**src/rtl/channel_pkg.sv**
```systemverilog
// -----------------------------------------------------------------------------
// channel_pkg
// Shared definitions for the HLS channel blocks.
//   CHANNEL_WIDTH_DEFAULT : default data word width in bits
//   CHANNEL_DEPTH_DEFAULT : default number of buffered entries
//   ptr_next()            : circular pointer increment, wraps DEPTH-1 -> 0.
//                           Works for any depth, power of two or not.
// -----------------------------------------------------------------------------
package channel_pkg;

  localparam int CHANNEL_WIDTH_DEFAULT = 32;
  localparam int CHANNEL_DEPTH_DEFAULT = 16;

  // Explicit compare-and-wrap instead of relying on natural binary overflow,
  // so non power-of-two depths never index past the last entry.
  function automatic int unsigned ptr_next(input int unsigned ptr,
                                           input int unsigned depth);
    if (ptr == depth - 32'd1) begin
      return 32'd0;
    end
    return ptr + 32'd1;
  endfunction

endpackage

```
**src/rtl/channel_fifo_mem.sv**
```systemverilog
// -----------------------------------------------------------------------------
// channel_fifo_mem
// DEPTH x WIDTH register file backing the channel FIFO. Contents are not
// reset; a slot only becomes observable after it has been written.
// Ports:
//   clk   : rising-edge clock for the write port
//   waddr : write address (0 .. DEPTH-1)
//   wdata : write data
//   wen   : write enable, word stored at the rising edge
//   raddr : read address (0 .. DEPTH-1)
//   rdata : combinational read data for raddr
// -----------------------------------------------------------------------------
module channel_fifo_mem #(
  parameter int WIDTH = 32,
  parameter int DEPTH = 16,
  parameter int AW    = $clog2(DEPTH)
) (
  input  logic             clk,
  input  logic [AW-1:0]    waddr,
  input  logic [WIDTH-1:0] wdata,
  input  logic             wen,
  input  logic [AW-1:0]    raddr,
  output logic [WIDTH-1:0] rdata
);

  logic [WIDTH-1:0] r_mem [DEPTH];

  always_ff @(posedge clk) begin
    if (wen) begin
      r_mem[waddr] <= wdata;
    end
  end

  assign rdata = r_mem[raddr];

endmodule

```
**src/rtl/channel_fifo.sv**
```systemverilog
// -----------------------------------------------------------------------------
// channel_fifo
// Responder end of the HLS channel interface: a circular register-file FIFO
// between a producer kernel (write side) and a consumer kernel (read side).
//
// Handshake: a request is accepted at a rising edge when its valid and the
// matching ready are both high at that edge. Ready is a pure status that
// depends only on registered state (and rst for write_ready), never on the
// same-cycle valid, so initiators may poll it before pulsing valid. A valid
// seen while ready is low is silently dropped; there is no error flag.
//
// Ports:
//   clk         : rising-edge clock
//   rst         : asynchronous active-high reset
//   in_data     : word to push
//   write_valid : push request, one word per cycle
//   read_valid  : pop request, one word per cycle
//   out_data    : last popped word, registered (valid the cycle after a pop)
//   read_ready  : FIFO non-empty
//   write_ready : FIFO not full and not in reset
//   count       : current occupancy, 0 .. DEPTH
// -----------------------------------------------------------------------------
module channel_fifo
  import channel_pkg::*;
#(
  parameter  int WIDTH = CHANNEL_WIDTH_DEFAULT,
  parameter  int DEPTH = CHANNEL_DEPTH_DEFAULT,
  localparam int CW    = $clog2(DEPTH + 1)
) (
  input  logic             clk,
  input  logic             rst,
  input  logic [WIDTH-1:0] in_data,
  input  logic             write_valid,
  input  logic             read_valid,
  output logic [WIDTH-1:0] out_data,
  output logic             read_ready,
  output logic             write_ready,
  output logic [CW-1:0]    count
);

  localparam int PW = $clog2(DEPTH);

  logic [PW-1:0]    r_wr_ptr;
  logic [PW-1:0]    r_rd_ptr;
  logic [CW-1:0]    r_count;
  logic [WIDTH-1:0] r_out_data;

  logic             w_push;
  logic             w_pop;
  logic             w_full;
  logic             w_empty;
  logic [WIDTH-1:0] w_rdata;

  // ---------------------------------------------------------------------------
  // Status. Full/empty come from the occupancy counter rather than pointer
  // comparison, which keeps non power-of-two depths trivial.
  // ---------------------------------------------------------------------------
  assign w_full      = (r_count == CW'(DEPTH));
  assign w_empty     = (r_count == '0);
  assign read_ready  = !w_empty;
  assign write_ready = !rst && !w_full;

  // Acceptance uses the pre-edge ready values: a full FIFO rejects a push even
  // when a pop frees a slot in the same cycle, and an empty FIFO rejects a pop
  // even when a push arrives in the same cycle (no pass-through, no bypass).
  assign w_push = write_valid && write_ready;
  assign w_pop  = read_valid && read_ready;

  // ---------------------------------------------------------------------------
  // Storage
  // ---------------------------------------------------------------------------
  channel_fifo_mem #(
    .WIDTH (WIDTH),
    .DEPTH (DEPTH),
    .AW    (PW)
  ) u_mem (
    .clk   (clk),
    .waddr (r_wr_ptr),
    .wdata (in_data),
    .wen   (w_push),
    .raddr (r_rd_ptr),
    .rdata (w_rdata)
  );

  // ---------------------------------------------------------------------------
  // Write pointer
  // ---------------------------------------------------------------------------
  always_ff @(posedge clk or posedge rst) begin
    if (rst) begin
      r_wr_ptr <= '0;
    end else if (w_push) begin
      r_wr_ptr <= PW'(ptr_next(32'(r_wr_ptr), DEPTH));
    end
  end

  // ---------------------------------------------------------------------------
  // Read pointer and registered output. out_data holds the last popped word
  // until the next accepted pop; an ignored pop leaves it untouched.
  // ---------------------------------------------------------------------------
  always_ff @(posedge clk or posedge rst) begin
    if (rst) begin
      r_rd_ptr   <= '0;
      r_out_data <= '0;
    end else if (w_pop) begin
      r_rd_ptr   <= PW'(ptr_next(32'(r_rd_ptr), DEPTH));
      r_out_data <= w_rdata;
    end
  end

  // ---------------------------------------------------------------------------
  // Occupancy counter
  // ---------------------------------------------------------------------------
  always_ff @(posedge clk or posedge rst) begin
    if (rst) begin
      r_count <= '0;
    end else begin
      case ({w_push, w_pop})
        2'b10:   r_count <= r_count + CW'(1);
        2'b01:   r_count <= r_count - CW'(1);
        default: r_count <= r_count;
      endcase
    end
  end

  assign out_data = r_out_data;
  assign count    = r_count;

endmodule

```
**config.mk**
```make
export PLATFORM = sky130hd
export DESIGN_NAME = channel_fifo
export DESIGN_NICKNAME = d
export VERILOG_FILES = /design/src/rtl/channel_pkg.sv /design/src/rtl/channel_fifo_mem.sv /design/src/rtl/channel_fifo.sv
export SDC_FILE = /design/constraint.sdc
export NUM_CORES = 1
export LEC_CHECK = 0
export BUFFER_PORTS_ARGS = -buffer_cell sky130_fd_sc_hd__buf_2
export CAP_MARGIN = 15
export CORE_ASPECT_RATIO = 0.9
export CORE_MARGIN = 2
export CORE_UTILIZATION = 55
export CTS_CLUSTER_DIAMETER = 40
export CTS_CLUSTER_SIZE = 12
export DETAILED_ROUTE_END_ITERATION = 10
export PLACE_DENSITY = 0.8
export SLEW_MARGIN = 15
export SYNTH_ARGS = -nofsm -noshare
export SYNTH_HDL_FRONTEND = slang
export SYNTH_SLANG_ARGS = --single-unit
```
**constraint.sdc**
```tcl
create_clock -name clk -period 4.2 [get_ports clk]
set_input_delay 0.63 -clock clk [delete_from_list [all_inputs] [get_ports clk]]
set_output_delay 0.63 -clock clk [all_outputs]
set_load 0.02 [all_outputs]
```
==> results of run 1 <==
registers in the layout (all words and copies together) (netlist names):
signal       cells
count            5
out_data        32
r_rd_ptr         4
r_wr_ptr         4
u_mem.r_mem    512
per-stage QoR:
step                std cells  setup slack [ns]
floorplan                1158           -0.0780
global placement         1715              1.48
detailed placement       1715              1.39
CTS                      1825              1.40
global route             1826              1.22
finish                   1827              1.38
Yosys cell counts, types with 5 or more instances:
| cell | number | share of area |
|---|---|---|
| sky130_fd_sc_hd__a221oi_1 | 32 | 0.013 |
| sky130_fd_sc_hd__a31oi_1 | 33 | 0.0096 |
| sky130_fd_sc_hd__and2_1 | 5 | 0.0015 |
| sky130_fd_sc_hd__buf_2 | 26 | 0.0061 |
| sky130_fd_sc_hd__buf_4 | 9 | 0.0032 |
| sky130_fd_sc_hd__clkbuf_1 | 31 | 0.0054 |
| sky130_fd_sc_hd__dfrtp_1 | 45 | 0.053 |
| sky130_fd_sc_hd__edfxtp_1 | 512 | 0.72 |
| sky130_fd_sc_hd__ha_1 | 9 | 0.0053 |
| sky130_fd_sc_hd__inv_1 | 8 | 0.0014 |
| sky130_fd_sc_hd__mux2i_1 | 193 | 0.090 |
| sky130_fd_sc_hd__mux4_2 | 32 | 0.034 |
| sky130_fd_sc_hd__nand2_1 | 6 | 0.0011 |
| sky130_fd_sc_hd__nor2_1 | 69 | 0.012 |
| sky130_fd_sc_hd__nor4_1 | 5 | 0.0015 |
| sky130_fd_sc_hd__o21ai_0 | 37 | 0.0087 |
| sky130_fd_sc_hd__o22ai_1 | 64 | 0.019 |
| sky130_fd_sc_hd__xnor2_1 | 5 | 0.0020 |
worst reg2reg max path, delay by kind of cell, from the launching register on:
| family | cells | cell delay (ns) |
|---|---|---|
| adder cells (fa/ha/maj) | 2 | 0.73 |
| flip-flops | 1 | 0.45 |
| multiplexers | 1 | 0.24 |
| AO/OA/AOI/OAI | 3 | 0.46 |
| AND/OR/NAND/NOR | 1 | 0.72 |
| XOR/XNOR | 1 | 0.14 |
layout make-up:
| cell class | instances | area (um2) |
|---|---|---|
| timing repair buffer | 101 | 611 |
| fill | 2571 | 14100 |
| inverter | 9 | 46.3 |
| clock inverter | 17 | 203 |
| tap | 525 | 657 |
| multi-input combinational | 523 | 4630 |
| clock buffer | 93 | 1650 |
| antenna | 2 | 5.00 |
| sequential | 557 | 16500 |
cell families (layout without fill, tap and decap cells):
group | after synthesis | after routing | share of synthesized area
XOR/XNOR | 6 | 6 | 0.00246
AO/OA/AOI/OAI | 176 | 176 | 0.0541
other | 0 | 2 | 0
multiplexers | 228 | 228 | 0.126
buffers and inverters | 78 | 220 | 0.0180
flip-flops | 557 | 557 | 0.771
AND/OR/NAND/NOR | 103 | 103 | 0.0225
adder cells (fa/ha/maj) | 10 | 10 | 0.00620
final timing paths:
path                                               start                           to  slack (ns)  depth (start not counted)
min in group clk                              in_data[5]  u_mem.r_mem[5][5]$_DFFE_PP_        0.40                          1
worst max-delay path                count[0]$_DFFE_PP0P_         count[4]$_DFFE_PP0P_        1.38                          8
worst max register to register      count[0]$_DFFE_PP0P_         count[4]$_DFFE_PP0P_        1.38                          8
worst min register to register  out_data[18]$_DFFE_PP0P_     out_data[18]$_DFFE_PP0P_        0.55                          2
worst min-delay path                                 rst      out_data[3]$_DFFE_PP0P_        0.31                          3
max in group asynchronous                            rst      r_rd_ptr[0]$_DFFE_PP0P_        3.32                          3
power by group through the flow:
stage	clock, W	combinational [W]	sequential (W)
after CTS	0.00502	0.00389	0.00700
after global placement	0	0.00375	0.00707
after global routing	0.00525	0.00417	0.00705
after detailed placement	0	0.00385	0.00710
after floorplan	0	0.00278	0.00700
final	0.00497	0.00388	0.00700
routing by layer:
metal / vias to the layer above / global-route usage / wire (um)
li1: 4862 / - / -
met1: 5684 / 0.303 / 18300
met2: 441 / 0.389 / 23100
met3: 78 / 0.0463 / 3410
met4: 0 / 0.0726 / 915
met5: - / 0 / 0
==> load_flow_metrics.sql, run 1 <==
INSERT INTO impl_metrics (metric_group, metric, value, unit) VALUES
('yosys', 'avgSynthCellArea', '18.5', 'um2'),
('power_and_ir_drop', 'p_comb_frac', '0.245', ''),
('yosys', 'postSynthRegisterBits', '557', ''),
('global_route', 'grt_pass1_wl', '68600', 'um'),
('power_and_ir_drop', 'power_per_cell_area', '652', 'nW/um2'),
('routing', 'wl_per_cell', '25.0', 'um'),
('placement', 'placedInstanceArea', '22500', 'um2'),
('floorplan', 'initial_utilization', '0.558', ''),
('power_and_ir_drop', 'seq_power_share', '0.441', ''),
('power_and_ir_drop', 'power', '0.0158', 'W'),
('clock_tree', 'postCtsHoldBufs', '0', ''),
('power_and_ir_drop', 'power_report.internal_total', '0.0110', 'W'),
('sta', 'report.final.hold_viol_count', '0', ''),
('layout', 'fin_area', '24300', 'um2'),
('routing', 'drt.antenna.violating_nets', '0', ''),
('global_route', 'grtUsageTotal', '0.230', ''),
('clock_tree', 'clk_sinks', '557', ''),
('sta', 'finalCritPeriodShare', '0.671', ''),
('yosys', 'synth_ff_type', 'sky130_fd_sc_hd__edfxtp_1', ''),
('clock_tree', 'ctsResizeCount', '0', ''),
('power_and_ir_drop', 'power.share.switching', '0.305', ''),
('worst_setup_path', 'crit_type', 'reg -> reg', ''),
('power_and_ir_drop', 'ir_drop', '0.576', 'mV'),
('yosys', 'mappedNetlistNets', '1204', ''),
('clock_tree', 'post-cts-setup-buffers', '0', ''),
('floorplan', 'floorplan.die_area', '40500', 'um2'),
('sta', 'setup_repair_after_global_routing_missed_its_margin', 'no', ''),
('yosys', 'syn-cell-area', '21400', 'um2'),
('floorplan', 'chipHeight', '191', 'um'),
('clock_tree', 'clock_tree.buffer_depth', '3', ''),
('sta', 'totalNegativeSetupSlack', '0', 'ns'),
('job', 'max_cap_viol_count', '0', ''),
('sta', 'final_max_slew_viol_count', '0', ''),
('yosys', 'synth.yosys.warnings', '0', ''),
('worst_setup_path', 'worstPathMaxFanout', '6', ''),
('global_route', 'first_global_vias', '11400', ''),
('floorplan', 'core_region_area', '38400', 'um2'),
('layout', 'layout_common_cells', '512 x sky130_fd_sc_hd__edfxtp_1, 193 x sky130_fd_sc_hd__mux2i_1, 74 x sky130_fd_sc_hd__buf_2', ''),
('sta', 'holdWs', '0.310', 'ns'),
('clock_tree', 'clock_latency', '0.60', 'ns'),
('layout', 'design.final.nets', '1297', ''),
('worst_setup_path', 'crit_path_start_kind', 'flop', ''),
('power_and_ir_drop', 'p_leak', '8.35', 'nW'),
('worst_setup_path', 'cp_slowest_cell', 'sky130_fd_sc_hd__nor4_1', ''),
('floorplan', 'placement_rows', '68', ''),
('layout', 'fin_util', '0.634', ''),
('worst_setup_path', 'setup.worst_path.end_class', 'flop', ''),
('clock_tree', 'clk_transition_reported_paths', '0.06', 'ns'),
('sta', 'timing.slew.headroom', '0.222', ''),
('sta', 'finalSetupViolCount', '0', ''),
('layout', 'leading_cell_type_in_the_layout_fill_and_taps_excluded', 'sky130_fd_sc_hd__edfxtp_1', ''),
('global_route', 'antenna_found_initial', '2', ''),
('floorplan', 'top_level_ports', '75', ''),
('clock_tree', 'clk_root_buffer_cell', 'sky130_fd_sc_hd__clkbuf_16', ''),
('routing', 'via_density_per_instance', '6.06', ''),
('layout', 'synthToLayoutAreaGrowth', '13.6', '%'),
('worst_setup_path', 'cp_top_family', 'adder cells', ''),
('worst_setup_path', 'critPathArrivalTime', '3.32', 'ns'),
('routing', 'via_count', '11100', ''),
('worst_setup_path', 'required', '4.71', 'ns'),
('clock_tree', 'clock_tree_from_tritoncts', 'done', ''),
('power_and_ir_drop', 'total_switching_power', '0.00483', 'W'),
('sta', 'fmax', '0.355', 'GHz'),
('routing', 'drc_errors', '0', ''),
('yosys', 'synth_enable_flop_cells', '512', ''),
('yosys', 'synth.distinct_cells', '41', ''),
('placement', 'hpwlAfterDp', '23600', 'um'),
('run_status', 'run_status', 'complete, no violations', ''),
('worst_hold_path', 'hold_path.class', 'in -> async', ''),
('worst_setup_path', 'critPathBufInv', '0', ''),
('yosys', 'synthArstFlopShare', '0.0808', '');
No activity file was read; power rests on OpenSTA's default activity.
==> run 2, diff against run 1 <==
clock period = 2.3 ns   (was 4.2 ns; I/O delays follow)
==> run 2 against run 1 <==
Compared with the run above: the run now ends with setup timing left; die area did not move; register-to-register slack got worse by 1.4 ns; critical path depth rose by 1; wire length rose by 4.8%; utilization rose by 1.9 points; non-clock buffer count rose by 57; clock-buffer cell count fell by 4; clock power rose by 82%; first-iteration DRC count rose by 15%; flip-flop and latch count did not move; sequential power rose by 79%; critical endpoint unchanged; largest power group unchanged.
==> load_flow_metrics.sql, run 2 (synthesis gave the netlist of run 1 again) <==
INSERT INTO impl_metrics (metric_group, metric, value, unit) VALUES
('global_route', 'grt_max_degree', '79', ''),
('routing', 'detailroute.wirelength.met3', '3380', 'um'),
('global_route', 'antenna_found_initial', '0', ''),
('sta', 'tightest_slew', '0.865', 'ns'),
('routing', 'drt.antenna.violating_nets', '0', ''),
('floorplan', 'dieWidth', '212', 'um'),
('floorplan', 'top_level_ports', '75', ''),
('layout', 'design.final.nets', '1356', ''),
('sta', 'post-route-worst-setup-slack', '-0.0569', 'ns'),
('global_route', 'global_route.overflow_total', '0', ''),
('routing', 'drc_errors', '0', ''),
('clock_tree', 'clk_transition_reported_paths', '0.05', 'ns'),
('worst_setup_path', 'required', '2.80', 'ns'),
('layout', 'layout_common_cells', '512 x sky130_fd_sc_hd__edfxtp_1, 193 x sky130_fd_sc_hd__mux2i_1, 74 x sky130_fd_sc_hd__buf_2', ''),
('sta', 'finalCritPeriodShare', '1.02', ''),
('worst_setup_path', 'cp_slowest_stage_delay', '0.52', 'ns'),
('sta', 'final_max_slew_viol_count', '0', ''),
('routing', 'final_routed_wirelength_across_all_metal_layers', '47900', 'um'),
('routing', 'route.met2.wl', '24000', 'um'),
('placement', 'hpwlAfterDp', '26300', 'um'),
('floorplan', 'core_region_area', '38400', 'um2'),
('routing', 'wl_per_cell', '25.4', 'um'),
('routing', 'via_density_per_instance', '6.10', ''),
('worst_setup_path', 'r2r_setup_slack', '-0.06', 'ns'),
('power_and_ir_drop', 'power_per_cell_area', '1190', 'nW/um2'),
('worst_setup_path', 'cp_slowest_cell', 'sky130_fd_sc_hd__or4_4', ''),
('power_and_ir_drop', 'ir_drop', '0.809', 'mV'),
('global_route', 'grtUsageTotal', '0.236', ''),
('layout', 'synthToLayoutAreaGrowth', '17.0', '%'),
('placement', 'place.gp.congestion', '0.834', ''),
('clock_tree', 'clk_sinks', '557', ''),
('clock_tree', 'clock_tree.buffer_depth', '3', ''),
('layout', 'largest_register', 'u_mem.r_mem', ''),
('worst_setup_path', 'setup.worst_path.end_class', 'flop', ''),
('routing', 'dr.first_iter.drc_count', '1265', ''),
('sta', 'report.final.hold_viol_count', '0', ''),
('worst_setup_path', 'critPathMostFrequentCell', 'sky130_fd_sc_hd__ha_4', ''),
('sta', 'final.setup_skew', '0.0263', 'ns'),
('global_route', 'first_global_vias', '11800', ''),
('global_route', 'grt_pass1_wl', '70600', 'um'),
('worst_setup_path', 'critPathBufInv', '1', ''),
('layout', 'layout-drive-gt1-share', '0.229', ''),
('placement', 'placedInstanceArea', '23000', 'um2'),
('run_status', 'run_status', 'complete, but fails checks', ''),
('floorplan', 'floorplan.die_area', '40500', 'um2'),
('routing', 'dr.max_layer_used', 'met4', ''),
('layout', 'final.fill_count', '2477', ''),
('worst_setup_path', 'crit_path_start_kind', 'flop', ''),
('job', 'max_cap_viol_count', '0', ''),
('clock_tree', 'h_tree_depth', '2', ''),
('sta', 'period_needed', '2.36', 'ns'),
('power_and_ir_drop', 'p_leak', '8.69', 'nW'),
('worst_setup_path', 'timing.critical_path.from', 'count[1]$_DFFE_PP0P_', ''),
('worst_setup_path', 'cp_top_family', 'compound AO/OA/AOI/OAI gates', ''),
('worst_setup_path', 'worstPathMaxFanout', '3', ''),
('placement', 'io_buffer_count', '74', ''),
('worst_setup_path', 'worstRegToRegCells', '9', ''),
('worst_setup_path', 'crit_chain', 'or4_4 > o211a_4 > clkinv_8 > ha_4 > ha_4 > a21o_1 > a21oi_2 > mux2i_1 > xnor2_1', ''),
('sta', 'fmax', '0.424', 'GHz'),
('sta', 'finalSetupViolCount', '67', ''),
('routing', 'via_count', '11500', ''),
('sta', 'timing.slew.headroom', '0.423', ''),
('routing', 'drt_pre_antenna_iters', '5', ''),
('worst_setup_path', 'critical_path.reg2reg.startpoint', 'count[1]$_DFFE_PP0P_', ''),
('worst_setup_path', 'crit_type', 'reg -> reg', ''),
('clock_tree', 'clk_root_buffer_cell', 'sky130_fd_sc_hd__clkbuf_16', ''),
('layout', 'fin_area', '25000', 'um2'),
('worst_setup_path', 'crit_path_end', 'count[4]$_DFFE_PP0P_', ''),
('layout', 'leading_cell_type_in_the_layout_fill_and_taps_excluded', 'sky130_fd_sc_hd__edfxtp_1', ''),
('worst_hold_path', 'hold_path.class', 'in -> async', ''),
('layout', 'n_antenna_cell', '0', ''),
('worst_setup_path', 'worst-path-stages', '9', ''),
('sta', 'setup_repair_after_global_routing_missed_its_margin', 'yes', ''),
('floorplan', 'initial_utilization', '0.558', ''),
('clock_tree', 'clock_latency', '0.59', 'ns'),
('floorplan', 'chipHeight', '191', 'um'),
('floorplan', 'placement_rows', '68', ''),
('worst_setup_path', 'critPathArrivalTime', '2.85', 'ns'),
('sta', 'holdWs', '0.0475', 'ns'),
('worst_setup_path', 'crit-reg2reg-capture', 'count[4]$_DFFE_PP0P_', ''),
('routing', 'm1WireLength', '19300', 'um'),
('clock_tree', 'clock_tree_from_tritoncts', 'done', ''),
('layout', 'largest_reg_flops', '512', ''),
('run_status', 'failed_checks', 'setup timing', ''),
('clock_tree', 'cts-buffers-inserted', '59', '');
-- run 2: what timing repair did --
action | in CTS | in global routing
cloned | 1 | 2
gates resized for setup | 13 | 5
setup endpoints to repair | 134 | 202
setup buffers | 10 | 0
pin swaps | 9 | 4
hold buffers | 0 | 0
-- run 2: report_power, final --
part / switching (W) / internal, W
combinational: 0.00480 / 0.00355
clock: 0.00372 / 0.00534
sequential: 0.000553 / 0.0119
-- run 2: worst reg2reg max path: cells and delay by family, from the launching register on --
kind            cells  cell delay (ns)
compound gates      3             0.58
simple gates        1             0.52
flops               1             0.40
fa+ha+maj           2             0.37
mux                 1             0.24
xor+xnor            1             0.13
buf+inv             1             0.05
-- run 2: cell type report --
cell class              instances  area, um2  area share
well taps                     525        657      0.0262
multi-input cells             525       4730       0.189
flip-flops and latches        557      16500       0.659
clock inverters                19        255      0.0102
inverters                       9       50.0     0.00200
repair buffers                158       1250      0.0500
clock buffers                  89       1590      0.0635
-- run 2: worst min path at each step --
stage	from	endpoint	slack (ns)	depth (start not counted)
2_1_floorplan	rst	count[0]$_DFFE_PP0P_	0.36	1
3_3_place_gp	out_data[17]$_DFFE_PP0P_	out_data[17]$_DFFE_PP0P_	0.53	2
3_5_place_dp	out_data[5]$_DFFE_PP0P_	out_data[5]$_DFFE_PP0P_	0.54	2
4_1_cts	rst	out_data[24]$_DFFE_PP0P_	0.05	3
5_1_grt	rst	out_data[18]$_DFFE_PP0P_	0.09	3
6_report	rst	count[0]$_DFFE_PP0P_	0.05	3
-- run 2: stage by stage --
step / setup WS, ns / util / power [W] / instances / TNS (ns)
2_1_floorplan: -0.516 / - / 0.0179 / 1158 / -91.06
3_3_place_gp: -0.167 / 0.599 / 0.0205 / 1761 / -10.54
3_5_place_dp: -0.232 / 0.599 / 0.0207 / 1761 / -17.52
4_1_cts: -0.0916 / 0.652 / 0.0299 / 1880 / -6.12
5_1_grt: -0.106 / 0.653 / 0.0310 / 1882 / -9.56
6_report: -0.0569 / 0.653 / 0.0299 / 1882 / -1.30
-- run 2: per-layer routing --
| metal | track usage | vias up |
|---|---|---|
| met5 | 0 | - |
| met2 | 0.399 | 511 |
| met1 | 0.315 | 5911 |
| li1 | - | 4968 |
| met3 | 0.0391 | 95 |
| met4 | 0.0807 | 0 |
==> run 3, diff against run 2 <==
CORE_MARGIN = default   (was 2)
REMOVE_ABC_BUFFERS = 1   (was default)
SKIP_LAST_GASP = 1   (was default)
==> run 3 against run 2 <==
Compared with the run above: the run still ends with setup timing left; hold slack improved by 0.042 ns; combinational power fell by 2%; wire length fell by 3.0%; cell count fell by 0.58%; utilization fell by 0.33 points; clock power fell by 4.6%; flip-flop and latch count did not move; via count fell by 0.98%; sequential power barely moved; largest power group unchanged; highest routed layer unchanged.
==> load_flow_metrics.sql, run 3 (synthesis gave the netlist of run 1 again) <==
INSERT INTO impl_metrics (metric_group, metric, value, unit) VALUES
('run_status', 'run_status', 'complete, but fails checks', ''),
('run_status', 'failed_checks', 'setup timing', ''),
('worst_setup_path', 'critical_path.reg2reg.startpoint', 'count[1]$_DFFE_PP0P_', ''),
('worst_setup_path', 'critPathArrivalTime', '2.71', 'ns'),
('layout', 'n_antenna_cell', '0', ''),
('global_route', 'antenna_found_initial', '0', ''),
('global_route', 'first_global_vias', '11600', ''),
('clock_tree', 'clk_transition_reported_paths', '0.06', 'ns'),
('sta', 'finalSetupViolCount', '131', ''),
('layout', 'design.final.nets', '1348', ''),
('power_and_ir_drop', 'power', '0.0292', 'W'),
('layout', 'layout-drive-gt1-share', '0.221', ''),
('worst_hold_path', 'min_from', 'in_data[0]', ''),
('power_and_ir_drop', 'power_report.internal_total', '0.0203', 'W'),
('layout', 'largest_reg_flops', '512', ''),
('floorplan', 'placement_rows', '68', ''),
('global_route', 'grt_max_degree', '76', ''),
('power_and_ir_drop', 'seq_power_share', '0.424', ''),
('sta', 'fmax', '0.403', 'GHz'),
('placement', 'io_buffer_count', '74', ''),
('worst_setup_path', 'crit-reg2reg-capture', 'u_mem.r_mem[10][13]$_DFFE_PP_', ''),
('worst_setup_path', 'r2r_setup_slack', '-0.18', 'ns'),
('worst_hold_path', 'worst_hold_path.endpoint', 'u_mem.r_mem[2][0]$_DFFE_PP_', ''),
('worst_hold_path', 'holdPathStages', '1', ''),
('floorplan', 'dieWidth', '210', 'um'),
('placement', 'hpwlAfterDp', '26100', 'um'),
('layout', 'final.fill_count', '2509', ''),
('routing', 'wl_per_cell', '24.8', 'um'),
('power_and_ir_drop', 'p_comb_frac', '0.280', ''),
('sta', 'totalNegativeSetupSlack', '-20.00', 'ns'),
('clock_tree', 'clk_sinks', '557', ''),
('global_route', 'grtUsageTotal', '0.233', ''),
('placement', 'placedInstanceArea', '22900', 'um2'),
('power_and_ir_drop', 'total_switching_power', '0.00894', 'W'),
('power_and_ir_drop', 'power_per_cell_area', '1170', 'nW/um2'),
('power_and_ir_drop', 'p_clk_frac', '0.296', ''),
('worst_setup_path', 'crit_path_start_kind', 'flop', ''),
('routing', 'drt.antenna.violating_nets', '0', ''),
('clock_tree', 'clk_root_buffer_cell', 'sky130_fd_sc_hd__clkbuf_16', ''),
('clock_tree', 'h_tree_depth', '2', ''),
('global_route', 'global_route.overflow_total', '0', ''),
('floorplan', 'initial_utilization', '0.558', ''),
('floorplan', 'core_region_area', '38400', 'um2'),
('routing', 'dr.first_iter.drc_count', '1102', ''),
('routing', 'via_count', '11400', ''),
('placement', 'place.gp.congestion', '0.809', ''),
('sta', 'tightest_slew', '1.13', 'ns'),
('worst_setup_path', 'required', '2.53', 'ns'),
('global_route', 'grt_pass1_wl', '68200', 'um'),
('routing', 'final_routed_wirelength_across_all_metal_layers', '46400', 'um'),
('layout', 'largest_register', 'u_mem.r_mem', ''),
('sta', 'period_needed', '2.48', 'ns'),
('clock_tree', 'cts-buffers-inserted', '59', ''),
('power_and_ir_drop', 'power.share.switching', '0.306', ''),
('clock_tree', 'clock_tree.buffer_depth', '3', ''),
('routing', 'drc_errors', '0', ''),
('sta', 'timing.slew.headroom', '0.248', ''),
('sta', 'final.setup_skew', '0.0244', 'ns'),
('floorplan', 'top_level_ports', '75', ''),
('clock_tree', 'clock_tree_from_tritoncts', 'done', ''),
('layout', 'synthToLayoutAreaGrowth', '16.4', '%'),
('layout', 'fin_area', '24900', 'um2'),
('worst_setup_path', 'crit_type', 'reg -> reg', ''),
('sta', 'post-route-worst-setup-slack', '-0.180', 'ns'),
('worst_setup_path', 'worstPathMaxFanout', '32', ''),
('layout', 'leading_cell_type_in_the_layout_fill_and_taps_excluded', 'sky130_fd_sc_hd__edfxtp_1', ''),
('sta', 'setup_repair_after_global_routing_missed_its_margin', 'yes', ''),
('worst_setup_path', 'setup.worst_path.end_class', 'flop', ''),
('sta', 'finalCritPeriodShare', '1.08', ''),
('sta', 'final_max_slew_viol_count', '0', ''),
('power_and_ir_drop', 'ir_drop', '1.01', 'mV'),
('floorplan', 'chipHeight', '189', 'um'),
('layout', 'layout_common_cells', '512 x sky130_fd_sc_hd__edfxtp_1, 193 x sky130_fd_sc_hd__mux2i_1, 74 x sky130_fd_sc_hd__buf_2', ''),
('job', 'max_cap_viol_count', '0', ''),
('clock_tree', 'clock_latency', '0.62', 'ns'),
('worst_hold_path', 'hold_path.class', 'in -> reg', ''),
('worst_setup_path', 'worstRegToRegCells', '6', ''),
('floorplan', 'floorplan.die_area', '39700', 'um2'),
('routing', 'via_density_per_instance', '6.08', ''),
('sta', 'report.final.hold_viol_count', '0', ''),
('routing', 'drt_pre_antenna_iters', '6', ''),
('power_and_ir_drop', 'p_leak', '8.64', 'nW');
[run 3: cell count changes in the layout (fill, tap and decap cells not counted), sizes merged]
cell,before,now
inv,11,12
bufinv,5,0
nor2,71,69
buf,158,146
clkbuf,89,91
clkinv,10,14
dlygate4sd3,0,1
[run 3: cell type report]
class / instances / area, um2 / area share
sequential: 557 / 16500 / 0.663
multi-input combinational: 523 / 4640 / 0.186
clock buffer: 86 / 1610 / 0.0645
timing repair buffer: 152 / 1290 / 0.0518
tap: 525 / 657 / 0.0264
clock inverter: 19 / 160 / 0.00643
inverter: 9 / 46.3 / 0.00186
[run 3: timing repair]
item                       in CTS  in global routing
gates cloned                    0                  6
hold buffers                    1                  0
pin swaps                       0                  2
hold endpoints to repair       17                  0
resized for setup               6                  8
setup buffers                   1                  1
setup endpoints to repair     132                247
[run 3: how the worst max path moves through the flow]
stage	start	end	slack, ns	cells past startpoint
global placement	count[0]$_DFFE_PP0P_	count[4]$_DFFE_PP0P_	-0.19	9
floorplan	r_rd_ptr[0]$_DFFE_PP0P_	out_data[23]$_DFFE_PP0P_	-4.14	4
CTS	count[0]$_DFFE_PP0P_	u_mem.r_mem[11][2]$_DFFE_PP_	-0.17	6
detailed placement	count[0]$_DFFE_PP0P_	count[4]$_DFFE_PP0P_	-0.30	10
finish	count[1]$_DFFE_PP0P_	u_mem.r_mem[10][13]$_DFFE_PP_	-0.18	6
global route	count[0]$_DFFE_PP0P_	u_mem.r_mem[11][12]$_DFFE_PP_	-0.28	6
[run 3: routing by layer]
layer | wire (um) | share of wire | vias up | global-route usage
met5 | 0 | 0 | - | 0
met4 | 1650 | 0.035 | 0 | 0.0997
li1 | - | - | 4950 | -
met3 | 3190 | 0.069 | 100 | 0.0388
met1 | 18700 | 0.40 | 5854 | 0.309
met2 | 22800 | 0.49 | 469 | 0.386
[run 3: power by group through the flow]
| stage | logic (W) | clock network, W | registers [W] |
|---|---|---|---|
| after global placement | 0.00780 | 0 | 0.0125 |
| after CTS | 0.00813 | 0.00875 | 0.0124 |
| after detailed placement | 0.00802 | 0 | 0.0126 |
| after floorplan | 0.00358 | 0 | 0.0135 |
| final | 0.00819 | 0.00864 | 0.0124 |
| after global routing | 0.00875 | 0.00914 | 0.0124 |
[run 3: critical path, cell delays in order, from the launching register on]
cell and delay (ns):
sky130_fd_sc_hd__dfrtp_1 0.42, sky130_fd_sc_hd__or4_4 0.17, sky130_fd_sc_hd__o211a_4 0.20, sky130_fd_sc_hd__buf_4 0.17
sky130_fd_sc_hd__nand3b_1 0.09, sky130_fd_sc_hd__buf_4 0.18, sky130_fd_sc_hd__nor2_4 0.85
[run 3: metrics by stage]
stage | cells | util | hold WS, ns | worst slack (ns)
floorplan | 1089 | - | 0.444 | -4.14
global placement | 1757 | 0.598 | 0.532 | -0.187
detailed placement | 1757 | 0.598 | 0.543 | -0.300
CTS | 1864 | 0.645 | 0.0646 | -0.174
global route | 1871 | 0.649 | 0.0969 | -0.279
finish | 1871 | 0.649 | 0.0899 | -0.180
